--- src/rtl/fetch_stage_pkg.sv ---
// Shared pipeline definitions for the instruction fetch stage.
// Holds the default bubble word, the default reset PC and the fetch FSM encoding.
package fetch_stage_pkg;

  localparam logic [31:0] DEF_NOP_INSTR = 32'h0000_0000;
  localparam logic [31:0] DEF_RESET_PC  = 32'h0000_0000;

  typedef enum logic [1:0] {
    ST_IDLE = 2'd0,
    ST_REQ  = 2'd1,
    ST_HELD = 2'd2
  } fetch_state_t;

  function automatic logic [31:0] word_align(input logic [31:0] addr);
    return addr & 32'hFFFF_FFFC;
  endfunction

endpackage

--- src/rtl/fetch_skid_buf.sv ---
// One-entry skid buffer parking a fetched word and its PC+4 while decode stalls.
// Clear takes priority over load.
module fetch_skid_buf (
  input  logic        clk,
  input  logic        rst_n,
  input  logic        load,
  input  logic        clear,
  input  logic [31:0] load_instr,
  input  logic [31:0] load_pc4,
  output logic        valid,
  output logic [31:0] instr,
  output logic [31:0] pc4
);

  logic        valid_reg;
  logic [31:0] instr_reg;
  logic [31:0] pc4_reg;

  always_ff @(posedge clk or negedge rst_n) begin
    if (!rst_n) begin
      valid_reg <= 1'b0;
      instr_reg <= 32'h0;
      pc4_reg   <= 32'h0;
    end else if (clear) begin
      valid_reg <= 1'b0;
      instr_reg <= 32'h0;
      pc4_reg   <= 32'h0;
    end else if (load) begin
      valid_reg <= 1'b1;
      instr_reg <= load_instr;
      pc4_reg   <= load_pc4;
    end
  end

  assign valid = valid_reg;
  assign instr = instr_reg;
  assign pc4   = pc4_reg;

endmodule

--- src/rtl/fetch_stage.sv ---
// Instruction fetch stage: PC register, instruction memory handshake and IF/ID register.
// "repeat" is a reserved word, so that stall input is named repeat_stall.
module fetch_stage
  import fetch_stage_pkg::*;
#(
  parameter logic [31:0] RESET_PC  = DEF_RESET_PC,
  parameter logic [31:0] NOP_INSTR = DEF_NOP_INSTR
) (
  input  logic        clk,
  input  logic        rst_n,
  input  logic        hold,
  input  logic        repeat_stall,
  input  logic        branch_taken,
  input  logic [31:0] branch_target,
  output logic        imem_req,
  output logic [31:0] imem_addr,
  input  logic        imem_ack,
  input  logic [31:0] imem_rdata,
  output logic [31:0] ifid_instr,
  output logic [31:0] ifid_pc4,
  output logic        ifid_valid
);

  fetch_state_t state_reg, state_next;

  logic [31:0] pc_reg;
  logic        drop_reg;
  logic [31:0] drop_addr_reg;
  logic [31:0] ifid_instr_reg;
  logic [31:0] ifid_pc4_reg;
  logic        ifid_valid_reg;

  logic        stall;
  logic        in_held;
  logic        acked;
  logic        fetch_word;
  logic        skid_load;
  logic        skid_clear;
  logic        skid_valid;
  logic [31:0] skid_instr;
  logic [31:0] skid_pc4;

  assign stall = hold | repeat_stall;

  always_ff @(posedge clk or negedge rst_n) begin
    if (!rst_n) state_reg <= ST_IDLE;
    else        state_reg <= state_next;
  end

  always_comb begin
    state_next = state_reg;
    case (state_reg)
      ST_IDLE: state_next = ST_REQ;
      ST_REQ:  if (fetch_word && stall) state_next = ST_HELD;
      ST_HELD: if (branch_taken || !stall) state_next = ST_REQ;
      default: state_next = ST_IDLE;
    endcase
  end

  // A word only counts as fetched when it was not requested before a redirect.
  always_comb begin
    imem_req   = (state_reg == ST_REQ);
    in_held    = (state_reg == ST_HELD);
    acked      = imem_req & imem_ack;
    fetch_word = acked & ~drop_reg & ~branch_taken;
    skid_load  = fetch_word & stall;
    skid_clear = branch_taken | (in_held & ~stall);
    imem_addr  = drop_reg ? drop_addr_reg : pc_reg;
  end

  fetch_skid_buf u_skid (
    .clk        (clk),
    .rst_n      (rst_n),
    .load       (skid_load),
    .clear      (skid_clear),
    .load_instr (imem_rdata),
    .load_pc4   (pc_reg + 32'd4),
    .valid      (skid_valid),
    .instr      (skid_instr),
    .pc4        (skid_pc4)
  );

  always_ff @(posedge clk or negedge rst_n) begin
    if (!rst_n) begin
      pc_reg         <= word_align(RESET_PC);
      drop_reg       <= 1'b0;
      drop_addr_reg  <= 32'h0;
      ifid_instr_reg <= NOP_INSTR;
      ifid_pc4_reg   <= 32'h0;
      ifid_valid_reg <= 1'b0;
    end else if (branch_taken) begin
      pc_reg         <= word_align(branch_target);
      ifid_instr_reg <= NOP_INSTR;
      ifid_pc4_reg   <= 32'h0;
      ifid_valid_reg <= 1'b0;
      // Keep presenting the original address until the in-flight request is acked.
      if (imem_req && !imem_ack) begin
        drop_reg <= 1'b1;
        if (!drop_reg) drop_addr_reg <= pc_reg;
      end else begin
        drop_reg <= 1'b0;
      end
    end else if (acked && drop_reg) begin
      drop_reg <= 1'b0;
    end else if (fetch_word) begin
      pc_reg <= pc_reg + 32'd4;
      if (!stall) begin
        ifid_instr_reg <= imem_rdata;
        ifid_pc4_reg   <= pc_reg + 32'd4;
        ifid_valid_reg <= 1'b1;
      end
    end else if (in_held && !stall && skid_valid) begin
      ifid_instr_reg <= skid_instr;
      ifid_pc4_reg   <= skid_pc4;
      ifid_valid_reg <= 1'b1;
    end
  end

  assign ifid_instr = ifid_instr_reg;
  assign ifid_pc4   = ifid_pc4_reg;
  assign ifid_valid = ifid_valid_reg;

endmodule

--- config.mk ---
export PLATFORM = sky130hd
export DESIGN_NAME = fetch_stage
export DESIGN_NICKNAME = d
export VERILOG_FILES = /design/src/rtl/fetch_stage_pkg.sv /design/src/rtl/fetch_skid_buf.sv /design/src/rtl/fetch_stage.sv
export SDC_FILE = /design/constraint.sdc
export NUM_CORES = 1
export LEC_CHECK = 0
export CORE_UTILIZATION = 53
export CTS_CLUSTER_SIZE = 10
export DETAILED_ROUTE_END_ITERATION = 6
export GPL_ROUTABILITY_DRIVEN = 0
export PLACE_DENSITY = 0.8
export REMOVE_ABC_BUFFERS = 1
export SLEW_MARGIN = 0
export SYNTH_ARGS = -nofsm -noshare
export SYNTH_HDL_FRONTEND = slang
export SYNTH_SLANG_ARGS = --single-unit
export TNS_END_PERCENT = 1
--- constraint.sdc ---
create_clock -name clk -period 2.8 [get_ports clk]
set_input_delay 0.56 -clock clk [delete_from_list [all_inputs] [get_ports clk]]
set_output_delay 0.56 -clock clk [all_outputs]
set_load 0.02 [all_outputs]
Word level (Yosys, flattened, before mapping)
Index checks and enable logic that the tools add are counted.
Widths: inputs -> output; s select.

word-level totals
  output and inout port bits = 98
  flip-flop bits (word level) = 197

cells by class
  reductions and logical operators = 17
  muxes and demuxes = 31
  add/subtract/negate cells = 1
  eq/ne operators = 6
  bitwise operators = 10

operators with widths
  cell                   number
  $mux 32                18
  $add 32x3->32 const B  1
  $mux 1                 10
  $pmux 2 s3             1
  $reduce_and 2->1       3
  $reduce_bool 2->1      3
  $and 1x1->1            5
  $logic_and 1x1->1      5
  $mux 2                 2
  $ne 2x1->1 const B     2
  $ne 3x3->1 const B     1
  $not 1->1              3
  $reduce_and 3->1       1
  $reduce_bool 3->1      1
  $eq 2x1->1 const B     1
  $eq 2x2->1 const B     1
  $logic_not 1->1        2
  $logic_not 2->1        1
  $ne 2x2->1 const B     1
  $or 1x1->1             2
  $logic_or 1x1->1       1

Longest topological paths before layout
  word-level depth = 8
  depth in mapped cells = 9
  gate-level depth less buffers = 6

By module
From an unflattened synthesis, not the netlist that was laid out.

unflattened totals
  cells, all modules = 914
  area total of the unflattened synthesis = 9,609.2 µm²

modules (own cells, without submodules)
  module          area an instance (µm²)  cells an instance  times used
  fetch_stage     6,972.9                 705                1
  fetch_skid_buf  2,636.3                 209                1

Worst setup path before layout
Ideal clock, no wire load.

  kind = input to register
  start = input repeat_stall
  end = register u_skid.pc4_reg[14], in the netlist u_skid.pc4[14]
  arrival time = 2,079 ps
  data required time = 2,734 ps
  cell stages on the path = 5
  setup time = 66 ps
  buffers on the path = 2
  setup slack = 655 ps
  path through = or2_2 > clkbuf_1 > a211oi_1 > clkbuf_1 > a22o_1

between the ends
  word-level cells in the longest chain between the ends = 5

RTL lines
  what                                                 line                  source
  from (decl)                                          fetch_stage.sv:12     input logic repeat_stall,
  $or 1x1->1 *                                         fetch_stage.sv:43     assign stall = hold | repeat_stall;
  $not 1->1                                            fetch_stage.sv:67     skid_clear = branch_taken | (in_held & ~stall);
  $and 1x1->1                                          fetch_stage.sv:67
  $or 1x1->1                                           fetch_stage.sv:67
  $mux 32 / $reduce_bool 2->1 (equally long branches)  -
  to (signal assigned)                                 fetch_skid_buf.sv:31  pc4_reg <= load_pc4;
  to (decl)                                            fetch_skid_buf.sv:17  logic [31:0] pc4_reg;

Mark *: on every way between the ends. The rest lies on a longest branch, timed or not.
A chain may end at the register's enable or synchronous reset.

Worst setup path after layout
  start = register drop_reg
  end = output imem_addr[31]

between the ends
  word-level cells in the longest chain between the ends = 1

RTL lines
  what                    line                source
  from (decl)             fetch_stage.sv:27   logic drop_reg;
  from (signal assigned)  fetch_stage.sv:86   drop_reg <= 1'b0;
  from (signal assigned)  fetch_stage.sv:98   drop_reg <= 1'b1;
  from (signal assigned)  fetch_stage.sv:101  drop_reg <= 1'b0;
  $mux 32                 -
  to (decl)               fetch_stage.sv:16   output logic [31:0] imem_addr,

Every way passes these cells.

==> impl_results.html <==
<table>
<tr><th>Metric</th><th>Value</th></tr>
<tr><th colspan="2">Outcome</th></tr>
<tr><td>Result of the run</td><td>finished clean</td></tr>
<tr><th colspan="2">Power</th></tr>
<tr><td>Cell leakage power</td><td>5.09 nW</td></tr>
<tr><td>Power density normalized to cell area</td><td>724 nW/um2</td></tr>
<tr><td>Peak supply drop</td><td>around 0.5 mV</td></tr>
<tr><th colspan="2">Synthesis</th></tr>
<tr><td>EDFF count, synth</td><td>0</td></tr>
<tr><td>Async set-or-reset flop fraction in the synthesized netlist</td><td>100%</td></tr>
<tr><td>Number of warning messages in the yosys log</td><td>0</td></tr>
<tr><td>Number of register bits inferred by synthesis</td><td>between 150 and 200</td></tr>
<tr><td>Post-synth cell types</td><td>57</td></tr>
<tr><td>Leading register cell type out of synthesis</td><td>sky130_fd_sc_hd__dfrtp_1</td></tr>
<tr><td>Most instantiated cells after synthesis</td><td>sky130_fd_sc_hd__dfrtp_1 (192), sky130_fd_sc_hd__nand2_1 (121), sky130_fd_sc_hd__o21ai_0 (72), sky130_fd_sc_hd__mux2_2 (53), sky130_fd_sc_hd__clkbuf_1 (50)</td></tr>
<tr><td>Largest cells by area after synthesis</td><td>sky130_fd_sc_hd__dfrtp_1 (52%), sky130_fd_sc_hd__mux2_2 (6.5%), sky130_fd_sc_hd__nand2_1 (4.9%)</td></tr>
<tr><td>Summed instance area of the synthesized netlist</td><td>9200 um2</td></tr>
<tr><td>Top-count cell post-synth</td><td>sky130_fd_sc_hd__dfrtp_1</td></tr>
<tr><td>Share of Yosys cell area claimed by the top area cell type</td><td>between 50% and 60%</td></tr>
<tr><td>Cell type with the highest aggregate area in the netlist</td><td>sky130_fd_sc_hd__dfrtp_1</td></tr>
<tr><td>Seq/Total Area, Yosys</td><td>52.2%</td></tr>
<tr><td>Gate count after technology mapping</td><td>885</td></tr>
<tr><td>Average size of a mapped cell</td><td>10.4 um2</td></tr>
<tr><th colspan="2">Placement</th></tr>
<tr><td>Count of buffers from port buffering</td><td>165</td></tr>
<tr><td>DP Area</td><td>11300 um2</td></tr>
<tr><td>HPWL after DPL</td><td>approximately 16 mm</td></tr>
<tr><th colspan="2">Floorplan</th></tr>
<tr><td>Area of the core</td><td>16800 um2</td></tr>
<tr><td>Initial core utilization</td><td>54.9%</td></tr>
<tr><td>Row cnt</td><td>47</td></tr>
<tr><td>Die Outline Area</td><td>17900 um2</td></tr>
<tr><td>Ports placed on the boundary</td><td>168</td></tr>
<tr><td>DIE WIDTH</td><td>134 um</td></tr>
<tr><td>Die Height</td><td>134 um</td></tr>
<tr><th colspan="2">Detailed routing</th></tr>
<tr><td>Number of nets still failing antenna checks after routing</td><td>0</td></tr>
<tr><td>Total DRC errors in the routed layout</td><td>0</td></tr>
<tr><td>Post-detailed-routing wire length</td><td>23.6 mm</td></tr>
<tr><td>Vias per std cell</td><td>between 5 and 6</td></tr>
<tr><td>Wire per inst</td><td>18.6 um</td></tr>
<tr><td>Vias</td><td>7594</td></tr>
<tr><td>Initial DRT Pass Iterations</td><td>5</td></tr>
<tr><td>Iter 0 DRT Violations</td><td>568</td></tr>
<tr><th colspan="2">Job</th></tr>
<tr><td>Max Cap Viol</td><td>0</td></tr>
<tr><th colspan="2">Timing</th></tr>
<tr><td>Tmin final</td><td>2640 ps</td></tr>
<tr><td>Peak clock frequency supported by timing</td><td>roughly 380 MHz</td></tr>
<tr><td>Slew at the pin with the worst max-slew slack</td><td>701 ps</td></tr>
<tr><td>Share of the clock period used by the worst path</td><td>94.4%</td></tr>
<tr><td>Unrepaired setup endpoints after global routing</td><td>false</td></tr>
<tr><td>Sum Neg Setup Slack</td><td>0 ps</td></tr>
<tr><td>Final Skew</td><td>around 9.6 ps</td></tr>
<tr><td>Final hold violation count</td><td>0</td></tr>
<tr><td>Worst slew margin relative to its limit</td><td>52.8%</td></tr>
<tr><td>Final count of negative-setup-slack endpoints</td><td>0</td></tr>
<tr><td>Final Max Tran Viols</td><td>0</td></tr>
<tr><th colspan="2">Final layout</th></tr>
<tr><td>Fill cell count</td><td>1266</td></tr>
<tr><td>Number of diodes</td><td>0</td></tr>
<tr><td>Final layout net count</td><td>1107</td></tr>
<tr><td>Post-route core utilization</td><td>71.0%</td></tr>
<tr><td>Share of final-layout standard cells stronger than drive strength 1</td><td>13.6%</td></tr>
<tr><td>Synthesis-to-layout area growth</td><td>29.5%</td></tr>
<tr><td>Summed area of non-filler cells in the final layout</td><td>approximately 12000 um2</td></tr>
<tr><th colspan="2">Clock network</th></tr>
<tr><td>CTS HTree Levels</td><td>4</td></tr>
<tr><td>Clk buf depth</td><td>2</td></tr>
<tr><td>Clock latency on the worst-skew pair</td><td>roughly 430 ps</td></tr>
<tr><td>Cell at the root of the clock tree</td><td>sky130_fd_sc_hd__clkbuf_16</td></tr>
<tr><td>Hold bufs inserted after CTS</td><td>0</td></tr>
<tr><td>Inserted Clock Buffers</td><td>17</td></tr>
<tr><td>TritonCTS clock tree</td><td>done</td></tr>
<tr><td>TritonCTS sink count</td><td>roughly 190</td></tr>
<tr><td>Clock edge transition at the registers on the reported setup and hold paths</td><td>70 ps</td></tr>
<tr><th colspan="2">GRT</th></tr>
<tr><td>Wire length of the first global-routing pass</td><td>between 30 and 40 mm</td></tr>
<tr><td>Total GRT Usage</td><td>27.2%</td></tr>
<tr><td>Largest net degree at the start of global routing</td><td>64</td></tr>
<tr><td>Vias in the first global route</td><td>7358</td></tr>
<tr><td>Grt total ovfl</td><td>0</td></tr>
<tr><td>Initial antenna violation count</td><td>0</td></tr>
<tr><th colspan="2">Critical path</th></tr>
<tr><td>WP data arrival</td><td>2080 ps</td></tr>
<tr><td>Delay of the slowest cell on the worst path</td><td>540 ps</td></tr>
<tr><td>Category of the critical setup timing path</td><td>reg2out</td></tr>
<tr><td>Category of the worst setup path capture point</td><td>primary output</td></tr>
<tr><td>CP required</td><td>2240 ps</td></tr>
<tr><td>Cells traversed along the worst timing path</td><td>buf_4 -&gt; mux2_2 -&gt; clkdlybuf4s50_1</td></tr>
<tr><td>Critical Path Start Type</td><td>flop</td></tr>
<tr><td>Worst-path cell with the longest stage delay</td><td>sky130_fd_sc_hd__clkdlybuf4s50_1</td></tr>
<tr><td>Total buffers and inverters traversed by the critical path</td><td>2</td></tr>
<tr><td>Worst path top cell family by delay</td><td>buffers and inverters</td></tr>
<tr><td>Biggest fanout along the worst timing path</td><td>18</td></tr>
<tr><th colspan="2">Min path</th></tr>
<tr><td>Hold crit path type</td><td>in2async</td></tr>
</table>
area by class of cell:
cell class,instances,area (um2),area share [%]
sequential,192,4810,40.4
timing repair buffer,207,2030,17.1
multi-input combinational,610,4120,34.6
tap,220,275,2.31
clock inverter,14,204,1.71
inverter,8,30.0,0.252
clock buffer,18,439,3.69
timing repair:
action / CTS / global route
endpoints found under the setup margin: 0 / 10
setup buffers: 0 / 0
resized for setup: 0 / 1
per-layer routing:
metal | up-vias | GRT usage, % | wire (um)
met5 | - | 0 | 0
met4 | 0 | 10.7 | 495
met3 | 41 | 4.49 | 1340
met2 | 305 | 42.1 | 11000
met1 | 3752 | 38.3 | 10800
li1 | 3496 | - | -
cell usage in the layout, fill, tap and decap left out, types with 2 or more instances in the layout:
cell type and n:
sky130_fd_sc_hd__dfrtp_1 191, sky130_fd_sc_hd__clkdlybuf4s50_1 163, sky130_fd_sc_hd__nand2_1 121, sky130_fd_sc_hd__o21ai_0 72, sky130_fd_sc_hd__mux2_2 53, sky130_fd_sc_hd__a22o_1 45
sky130_fd_sc_hd__o31ai_1 38, sky130_fd_sc_hd__buf_4 38, sky130_fd_sc_hd__nor2_1 37, sky130_fd_sc_hd__mux2i_1 33, sky130_fd_sc_hd__nand3_1 28, sky130_fd_sc_hd__xor2_1 27
sky130_fd_sc_hd__a21oi_1 23, sky130_fd_sc_hd__nand4_1 21, sky130_fd_sc_hd__clkbuf_16 17, sky130_fd_sc_hd__xnor2_1 15, sky130_fd_sc_hd__a31oi_1 11, sky130_fd_sc_hd__inv_1 8
sky130_fd_sc_hd__nor4_1 8, sky130_fd_sc_hd__and2_1 7, sky130_fd_sc_hd__or3_1 6, sky130_fd_sc_hd__and4_1 6, sky130_fd_sc_hd__and3_1 6, sky130_fd_sc_hd__or4_1 5
sky130_fd_sc_hd__a221o_1 5, sky130_fd_sc_hd__buf_12 5, sky130_fd_sc_hd__bufinv_16 4, sky130_fd_sc_hd__o21a_1 3, sky130_fd_sc_hd__nor3_1 3, sky130_fd_sc_hd__nor4b_1 3
sky130_fd_sc_hd__a221oi_1 3, sky130_fd_sc_hd__clkinv_4 3, sky130_fd_sc_hd__inv_6 3, sky130_fd_sc_hd__nor4_2 2, sky130_fd_sc_hd__o211ai_1 2, sky130_fd_sc_hd__clkinvlp_4 2
sky130_fd_sc_hd__clkbuf_8 2
path summary, 6_finish.rpt:
| path | cells past startpoint | slack, ps | end | startpoint |
|---|---|---|---|---|
| min reg2reg | 2 | 470 | u_skid.pc4[27]$_DFFE_PN0P_ | u_skid.pc4[27]$_DFFE_PN0P_ |
| max reg2reg | 5 | 270 | pc_reg[31]$_DFFE_PN0P_ | pc_reg[20]$_DFFE_PN0P_ |
| min in group clk | 2 | 470 | u_skid.pc4[27]$_DFFE_PN0P_ | u_skid.pc4[27]$_DFFE_PN0P_ |
| min | 1 | 110 | ifid_instr[12]$_DFFE_PN0P_ | rst_n |
| max in group asynchronous | 2 | 1890 | ifid_instr[25]$_DFFE_PN0P_ | rst_n |
| max | 3 | 160 | imem_addr[31] | drop_reg$_DFFE_PN0P_ |
worst register-to-register path, stage by stage (launching register included):
cell and delay [ps]:
sky130_fd_sc_hd__dfrtp_1 560, sky130_fd_sc_hd__nand4_1 300, sky130_fd_sc_hd__nor4_1 670, sky130_fd_sc_hd__nand3_1 290, sky130_fd_sc_hd__or4_1 530, sky130_fd_sc_hd__nand3_1 110
where the power goes:
part / internal, W / switching [W] / total, W
combinational: 0.00120 / 0.00122 / 0.00242
sequential: 0.00323 / 0.000334 / 0.00356
clock: 0.00154 / 0.00110 / 0.00264
logic make-up after synthesis:
group | after synthesis | synth area share (%)
buffers and inverters | 83 | 3.54
muxes | 86 | 10.1
adders and majority gates | 1 | 0.136
AOI/OAI and AO/OA | 212 | 15.4
and+or+nand+nor | 269 | 14.6
DFF | 192 | 52.2
xor gates and xnor gates | 42 | 4.00
per-stage QoR:
step,hold slack (ps),worst slack (ps),instances,total power (W)
floorplan,264,-3180,810,0.00489
global placement,449,263,1237,0.00595
detailed placement,452,157,1237,0.00602
CTS,121,38.1,1269,0.00865
global route,134,56.6,1269,0.00900
finish,109,157,1269,0.00862
Power figures use the tool's default switching activity.
